## src/rtl/screen_arb_pkg.sv

```systemverilog
// Shared types and sizing for the screen RAM arbiter.
package screen_arb_pkg;

    localparam int SCREEN_WORDS = 8192;
    localparam int DEF_ADDR_W   = 13;
    localparam int DEF_DATA_W   = 16;

    typedef enum logic [1:0] {
        IDLE         = 2'd0,
        WRITE        = 2'd1,
        READ_WAIT    = 2'd2,
        READ_CAPTURE = 2'd3
    } arb_state_e;

    typedef enum logic {
        OWN_VGA = 1'b0,
        OWN_CPU = 1'b1
    } owner_e;

endpackage

```

## src/rtl/screen_ram_arbiter_sat_counter.sv

```systemverilog
// Saturating up-counter with synchronous clear; clear wins over increment.
module sat_counter #(
    parameter int WIDTH = 4,
    parameter int LIMIT = 15
) (
    input  logic             clk,
    input  logic             rst_n,
    input  logic             inc_i,
    input  logic             clr_i,
    output logic [WIDTH-1:0] count_o
);
    localparam logic [WIDTH-1:0] LIMIT_V = WIDTH'(LIMIT);

    logic [WIDTH-1:0] count_q;
    logic [WIDTH-1:0] count_d;

    always_comb begin
        count_d = count_q;
        if (clr_i) begin
            count_d = '0;
        end else if (inc_i && (count_q < LIMIT_V)) begin
            count_d = count_q + 1'b1;
        end
    end

    always_ff @(posedge clk or negedge rst_n) begin
        if (!rst_n) begin
            count_q <= '0;
        end else begin
            count_q <= count_d;
        end
    end

    assign count_o = count_q;

endmodule

```

## src/rtl/screen_ram_arbiter.sv

```systemverilog
// Shares the single-port screen RAM between the VGA word fetch and the CPU port.
// Define SCREEN_ARB_PERF_EN to add the conflict_count performance counter.
module screen_ram_arbiter
    import screen_arb_pkg::*;
#(
    parameter int STARVE_LIMIT = 4,
    parameter int ADDR_W       = DEF_ADDR_W,
    parameter int DATA_W       = DEF_DATA_W
) (
    input  logic              clk,
    input  logic              rst_n,
    input  logic [ADDR_W-1:0] vga_addr,
    output logic [DATA_W-1:0] vga_data,
    output logic              vga_valid,
    input  logic              cpu_req,
    input  logic              cpu_we,
    input  logic [ADDR_W-1:0] cpu_addr,
    input  logic [DATA_W-1:0] cpu_wdata,
    output logic              cpu_ack,
    output logic [DATA_W-1:0] cpu_rdata,
    output logic [ADDR_W-1:0] ram_addr,
    output logic              ram_we,
    output logic [DATA_W-1:0] ram_wdata,
    input  logic [DATA_W-1:0] ram_rdata
`ifdef SCREEN_ARB_PERF_EN
    ,
    output logic [15:0]       conflict_count
`endif
);
    localparam int STARVE_W = (STARVE_LIMIT < 1) ? 1 : $clog2(STARVE_LIMIT + 1);
    localparam logic [STARVE_W-1:0] STARVE_MAX = STARVE_W'(STARVE_LIMIT);

    arb_state_e        state_q, state_d;
    owner_e            owner_q, owner_d;
    logic [ADDR_W-1:0] ram_addr_q, ram_addr_d;
    logic              ram_we_q, ram_we_d;
    logic [DATA_W-1:0] ram_wdata_q, ram_wdata_d;
    logic [DATA_W-1:0] vga_data_q, vga_data_d;
    logic              vga_valid_q, vga_valid_d;
    logic [ADDR_W-1:0] vga_held_q, vga_held_d;
    logic              cpu_ack_q, cpu_ack_d;
    logic [DATA_W-1:0] cpu_rdata_q, cpu_rdata_d;

    logic [STARVE_W-1:0] starve_cnt;
    logic vga_pending, starve_hit, grant_vga, grant_cpu;

    assign vga_pending = !vga_valid_q || (vga_addr != vga_held_q);
    assign starve_hit  = (starve_cnt >= STARVE_MAX);
    assign grant_vga   = (state_q == IDLE) && vga_pending && !(cpu_req && starve_hit);
    assign grant_cpu   = (state_q == IDLE) && cpu_req && !grant_vga;

    always_comb begin
        state_d     = state_q;
        owner_d     = owner_q;
        ram_addr_d  = ram_addr_q;
        ram_we_d    = 1'b0;
        ram_wdata_d = ram_wdata_q;
        vga_data_d  = vga_data_q;
        vga_valid_d = vga_valid_q;
        vga_held_d  = vga_held_q;
        cpu_ack_d   = 1'b0;
        cpu_rdata_d = cpu_rdata_q;
        unique case (state_q)
            IDLE: begin
                if (grant_cpu) begin
                    owner_d    = OWN_CPU;
                    ram_addr_d = cpu_addr;
                    if (cpu_we) begin
                        ram_we_d    = 1'b1;
                        ram_wdata_d = cpu_wdata;
                        state_d     = WRITE;
                    end else begin
                        state_d = READ_WAIT;
                    end
                end else if (grant_vga) begin
                    owner_d    = OWN_VGA;
                    ram_addr_d = vga_addr;
                    state_d    = READ_WAIT;
                end
            end
            WRITE: begin
                cpu_ack_d = 1'b1;
                state_d   = IDLE;
                // Keep the held word coherent so no refetch is needed after a CPU write.
                if (vga_valid_q && (vga_held_q == ram_addr_q)) begin
                    vga_data_d = ram_wdata_q;
                end
            end
            READ_WAIT: begin
                state_d = READ_CAPTURE;
            end
            READ_CAPTURE: begin
                state_d = IDLE;
                if (owner_q == OWN_VGA) begin
                    vga_data_d  = ram_rdata;
                    vga_held_d  = ram_addr_q;
                    vga_valid_d = 1'b1;
                end else begin
                    cpu_rdata_d = ram_rdata;
                    cpu_ack_d   = 1'b1;
                end
            end
            default: state_d = IDLE;
        endcase
    end

    always_ff @(posedge clk or negedge rst_n) begin
        if (!rst_n) begin
            state_q     <= IDLE;
            owner_q     <= OWN_VGA;
            ram_addr_q  <= '0;
            ram_we_q    <= 1'b0;
            ram_wdata_q <= '0;
            vga_data_q  <= '0;
            vga_valid_q <= 1'b0;
            vga_held_q  <= '0;
            cpu_ack_q   <= 1'b0;
            cpu_rdata_q <= '0;
        end else begin
            state_q     <= state_d;
            owner_q     <= owner_d;
            ram_addr_q  <= ram_addr_d;
            ram_we_q    <= ram_we_d;
            ram_wdata_q <= ram_wdata_d;
            vga_data_q  <= vga_data_d;
            vga_valid_q <= vga_valid_d;
            vga_held_q  <= vga_held_d;
            cpu_ack_q   <= cpu_ack_d;
            cpu_rdata_q <= cpu_rdata_d;
        end
    end

    // A waiting CPU request counts each loss to VGA; any CPU grant clears it.
    sat_counter #(
        .WIDTH (STARVE_W),
        .LIMIT (STARVE_LIMIT)
    ) u_starve_cnt (
        .clk     (clk),
        .rst_n   (rst_n),
        .inc_i   (grant_vga && cpu_req),
        .clr_i   (grant_cpu),
        .count_o (starve_cnt)
    );

`ifdef SCREEN_ARB_PERF_EN
    sat_counter #(
        .WIDTH (16),
        .LIMIT (16'hFFFF)
    ) u_conflict_cnt (
        .clk     (clk),
        .rst_n   (rst_n),
        .inc_i   ((state_q == IDLE) && cpu_req && vga_pending),
        .clr_i   (1'b0),
        .count_o (conflict_count)
    );
`endif

    assign vga_data  = vga_data_q;
    assign vga_valid = vga_valid_q;
    assign cpu_ack   = cpu_ack_q;
    assign cpu_rdata = cpu_rdata_q;
    assign ram_addr  = ram_addr_q;
    assign ram_we    = ram_we_q;
    assign ram_wdata = ram_wdata_q;

endmodule

```

## config.mk

```make
export PLATFORM = sky130hd
export DESIGN_NAME = screen_ram_arbiter
export DESIGN_NICKNAME = d
export VERILOG_FILES = /design/src/rtl/screen_arb_pkg.sv /design/src/rtl/screen_ram_arbiter_sat_counter.sv /design/src/rtl/screen_ram_arbiter.sv
export SDC_FILE = /design/constraint.sdc
export NUM_CORES = 1
export LEC_CHECK = 0
export CAP_MARGIN = 10
export CORE_ASPECT_RATIO = 0.8
export CORE_MARGIN = 5
export CORE_UTILIZATION = 25
export CTS_BUF_LIST = sky130_fd_sc_hd__clkbuf_8
export CTS_CLUSTER_SIZE = 25
export DETAILED_ROUTE_END_ITERATION = 16
export GPL_TIMING_DRIVEN = 0
export HOLD_SLACK_MARGIN = 0.08
export PLACE_DENSITY_LB_ADDON = 0.2
export SYNTH_ARGS = -nofsm -noshare
export SYNTH_HDL_FRONTEND = slang
export SYNTH_SLANG_ARGS = --single-unit
```

## constraint.sdc

```tcl
create_clock -name clk -period 2.85 [get_ports clk]
set_input_delay 0.57 -clock clk [delete_from_list [all_inputs] [get_ports clk]]
set_output_delay 0.57 -clock clk [all_outputs]
set_load 0.01 [all_outputs]
```

After elaboration in Yosys (flattened, before gate mapping) --
Index checks and enable logic that the tools add are counted.
Word-level totals: output and inout port bits 64, flip-flop bits (word level) 83, input bits 62
Cells by class: reductions and logical operators 22, add/sub/neg operators 1, bitwise operators 1, muxes and demuxes 18, magnitude comparators 2, eq/ne operators 8
Operator list (number):
- $mux W16 | 2
- $pmux W16 S2 | 1
- $mux W13 | 2
- $eq A13 B13 Y1 | 1
- $ne A13 B13 Y1 | 1
- $logic_and A1 B1 Y1 | 8
- $mux W1 | 6
- $mux W2 | 3
- $mux W3 | 2
- $pmux W2 S3 | 1
- $reduce_and A2 Y1 | 3
- $reduce_and A3 Y1 | 2
- $reduce_bool A2 Y1 | 3
- $eq A2 B2 Y1 const B | 2
- $ne A2 B2 Y1 const B | 2
- $add A3 B1 Y3 const B | 1
- $ge A3 B3 Y1 const B | 1
- $logic_not A1 Y1 | 3
- $lt A3 B3 Y1 const B | 1
- $ne A3 B3 Y1 const B | 1
- $eq A2 B1 Y1 const B | 1
- $logic_not A2 Y1 | 1
- $pmux W1 S2 | 1
- $reduce_or A2 Y1 | 1
- 2 further kinds | 2

Logic depth before layout (Yosys ltp) --
word-level depth 8, mapped depth 8

Hierarchy --
From an unflattened synthesis, not the netlist that was laid out.
Second synthesis, totals: cell total of the unflattened synthesis 273, area total of the unflattened synthesis 3862.5 um^2
By module, submodules not included:
- screen_ram_arbiter | area an instance 3704.8 um^2, times used 1, cells an instance 260, sequential area each 2001.9 um^2
- sat_counter | area an instance 157.7 um^2, times used 1, cells an instance 13, sequential area each 75.1 um^2

Worst setup path before layout --
Ideal clock, no wire load.
path kind input-to-reg, start in vga_addr[7], end reg ram_addr_q[0], in the netlist ram_addr[0], stages 6, library setup time 0.125 ns, buffers on the path 1, arrival time 1.912 ns, path slack 0.814 ns, cells stage by stage xnor2_1 -> nand4_1 -> nor4_4 -> nor2_1 -> clkbuf_8 -> mux2_2
On the way: word-level cells in the longest chain between the ends 8, elaborated cells on any way between the ends 9, those cells by class eq/ne: 1; mux: 1; reduce/logical: 7
Ends and longest elaborated chain:
- from (decl) | line screen_ram_arbiter.sv:12 | input logic [ADDR_W-1:0] vga_addr,
- $ne A13 B13 Y1 (*) | line screen_ram_arbiter.sv:47 | assign vga_pending = !vga_valid_q || (vga_addr != vga_held_q);
- $logic_or A1 B1 Y1 (*) | line screen_ram_arbiter.sv:47
- $logic_and A1 B1 Y1 (*) (2 in series) | line screen_ram_arbiter.sv:49 | assign grant_vga = (state_q == IDLE) && vga_pending && !(cpu_req && starve_hit);
- $logic_not A1 Y1 | line screen_ram_arbiter.sv:50 | assign grant_cpu = (state_q == IDLE) && cpu_req && !grant_vga;
- $logic_and A1 B1 Y1 | line screen_ram_arbiter.sv:50
- $reduce_bool A2 Y1 (no line)
- $reduce_and A2 Y1 (no line)
- to (signal assigned) | line screen_ram_arbiter.sv:122 | ram_addr_q <= ram_addr_d;
- to (decl) | line screen_ram_arbiter.sv:35 | logic [ADDR_W-1:0] ram_addr_q, ram_addr_d;
Every way passes the cells marked *; elsewhere a longest branch is shown, timed or not. A chain may end at the register's enable or synchronous reset.

Worst setup path in the final report --
start in vga_addr[7], end reg ram_addr_q[11], in the netlist ram_addr[11]
Same word-level chain as after synthesis.

==> flow_summary.json <==
{
  "grt_pass1_wl_um": 16500,
  "relSlewSlack_pct": 53.7,
  "fin_cells": 622,
  "fmax_mhz": 398,
  "cp_num_buf_inv": 2,
  "dr.pass1.iters": 4,
  "grt_max_degree": 67,
  "critical-path-top-delay-family": "simple AND/OR/NAND/NOR gates",
  "grt_usage_pct": 12.3,
  "fillers": 1492,
  "setup.worst_path.start_class": "primary input",
  "critPathCaptureType": "flop",
  "fin_nets": 491,
  "worst_hold_slack_ns": 0.496,
  "gp_congestion": 0.712,
  "syn-num-nets": 353,
  "dpl.hpwl_um": 7700,
  "worstPathRequired_ns": 3.11,
  "tightest_slew_ns": 0.695,
  "power.leakage_nw": 2.30,
  "synthAdderAreaFrac_pct": 0.331,
  "clockBufferDepth": 2,
  "drive_gt1_share_pct": 26.3,
  "tns_ns": 0,
  "area_growth_pct": 45.7,
  "route.antenna.remaining_nets": 0,
  "antenna_found_initial": 0,
  "routedWlPerCell_um": 16.9,
  "ys_types": 25,
  "critical_path_class": "in2reg",
  "yosys_warnings": 0,
  "drc": 0,
  "gr-total-overflow": 0,
  "crit_slowest_cell": "nor4_4",
  "vias": 2676,
  "numCtsBuffers": 9,
  "max-vdd-ir-drop_uv": 427,
  "die_x_um": 147,
  "crit_fanout": 10,
  "routed_wl_um": 10500,
  "final_hold_viol_count": 0,
  "power.total_mw": 6.01,
  "synth-simple-area-share_pct": 7.76,
  "syn_area_mm2": 0.00377,
  "post_dp_cell_area_mm2": 0.00529,
  "htreeDepth": 3,
  "dieArea_mm2": 0.0177,
  "synthXorXnorAreaFrac_pct": 6.03,
  "cp_slowest_stage_delay_ns": 0.52,
  "viasPerCell": 4.30,
  "cts-root-buf": "clkbuf_8",
  "finalSetupViolCount": 0,
  "path_cells": "clkdlybuf4s50_1 -> xnor2_1 -> nand4_1 -> nor4_4 -> nor2_1 -> clkbuf_8 -> mux2_2",
  "seq_area_frac_synth_pct": 55.0,
  "clk_latency_ns": 0.37,
  "synth_top_family_by_area": "multiplexers",
  "place_ws_ns": -0.0732,
  "p_per_area_mw_per_mm2": 1090,
  "place_inst": 605,
  "ioPinCount": 126,
  "drv_slew": 0,
  "first_iter_violations": 68,
  "muxShareOfSynthArea_pct": 27.1,
  "synth-seq-cells": 83,
  "min_period_ns": 2.51,
  "tritoncts": "built",
  "cts.repair.resized": 0,
  "fin_crit_sh_pct": 88.1,
  "rsz0062_at_grt": "false",
  "cts_sinks": 83,
  "status": "completed",
  "core_mm2": 0.0149,
  "rows": 40,
  "die_h_um": 120,
  "crit_arrival_ns": 2.77,
  "multi_input_area_mm2": 0.00162,
  "finalInstanceArea_mm2": 0.00550,
  "first_global_vias": 2846,
  "cap_violations": 0,
  "initial_core_util_pct": 25.3,
  "worstHoldPathType": "reg2reg",
  "layout_setup_ws_ns": 0.338,
  "regArea_mm2": 0.00208,
  "syn_area_per_cell_um2": 13.0,
  "clk_pin_slew_worst_paths_ns": 0.09,
  "synth_compound_area_share_pct": 1.72,
  "port_buffers": 125,
  "diodes": 0,
  "fin_util_pct": 36.9,
  "syn_inst": 290,
  "finalClockSkew_ns": 0.0106
}
routing by layer:
metal	wire, um	track usage [%]	part of all wire [%]
met5	0	0	0
met1	5040	16.6	48
met2	4820	18.7	46
met3	565	4.53	5.4
met4	98	2.97	0.93
registers in the layout, summed over array words and instances (netlist names):
name,flops
vga_held_q,13
owner_q,1
state_q,2
vga_valid,1
ram_wdata,16
cpu_rdata,16
vga_data,16
ram_addr,13
ram_we,1
cpu_ack,1
u_starve_cnt.count_o,3
worst paths after layout:
kind | startpoint | to | slack (ns) | cells after the start
max reg2reg | vga_held_q[6] | vga_data[6] | 0.49 | 6
min | u_starve_cnt.count_o[2] | u_starve_cnt.count_o[2] | 0.50 | 1
max | vga_addr[7] | ram_addr[11] | 0.34 | 7
min reg2reg | u_starve_cnt.count_o[2] | u_starve_cnt.count_o[2] | 0.50 | 1
min in group asynchronous | rst_n | cpu_rdata[12] | 0.62 | 2
max in group asynchronous | rst_n | vga_held_q[7] | 1.60 | 3
cell usage after synthesis (all sizes together):
cell type	n	area share, %
mux2	91	27
dfrtp	83	55
nand2	50	5.0
xnor2	13	3.0
xor2	13	3.0
clkbuf	9	1.2
inv	4	0.40
nand4	4	0.66
nor4	4	1.1
a21oi	2	0.27
buf	2	0.43
nand3	2	0.27
nor2	2	0.20
nor3	2	0.27
o31ai	2	0.40
a21boi	1	0.20
and2	1	0.17
ha	1	0.33
nand2b	1	0.17
o211ai	1	0.56
o21ai	1	0.13
o22ai	1	0.17
layout make-up:
cell class / instances / share of cell area [%]
Buffer: 11 / 1.09
Multi-Input combinational cell: 192 / 29.5
Clock buffer: 10 / 2.50
Timing Repair Buffer: 127 / 23.4
Inverter: 4 / 0.273
Tap cell: 189 / 4.30
Sequential cell: 83 / 37.8
Clock inverter: 6 / 1.18
logic make-up (layout without fill, tap and decap cells):
kind of cell / count (synthesis) / count (layout)
mux: 91 / 91
flops: 83 / 83
simple gates: 66 / 66
xor+xnor: 26 / 26
buf+inv: 15 / 158
compound gates: 8 / 8
fa+ha+maj: 1 / 1
cell usage in the layout (no fill, tap or decap):
master           count
a21boi_0             1
a21oi_1              2
and2_1               1
buf_16               1
buf_2                1
buf_4                1
buf_6                1
bufinv_16            1
clkbuf_1             8
clkbuf_8            11
clkdlybuf4s50_1    124
clkinv_2             1
clkinvlp_4           4
dfrtp_1             83
dlygate4sd3_1        1
ha_1                 1
inv_1                4
mux2_2              91
nand2_1             50
nand2b_1             1
nand3_1              2
nand4_1              4
nor2_1               2
nor3_1               2
nor4_1               3
nor4_4               1
o211ai_4             1
o21ai_0              1
o22ai_1              1
o31ai_1              2
xnor2_1             13
xor2_1              13
report_power, final:
part | switching [mW] | leakage [nW] | total [mW] | internal [mW]
Combinational | 1.20 | 1.21 | 2.97 | 1.77
Sequential | 0.413 | 1.00 | 2.16 | 1.75
Clock | 0.452 | 0.0905 | 0.879 | 0.427
Total | 2.07 | 2.30 | 6.01 | 3.94
repair_timing:
action | CTS | global route
hold endpoints to repair | 17 | 0
setup buffers | 0 | 0
hold buffers | 1 | 0
(Power assumes the default switching activity.)
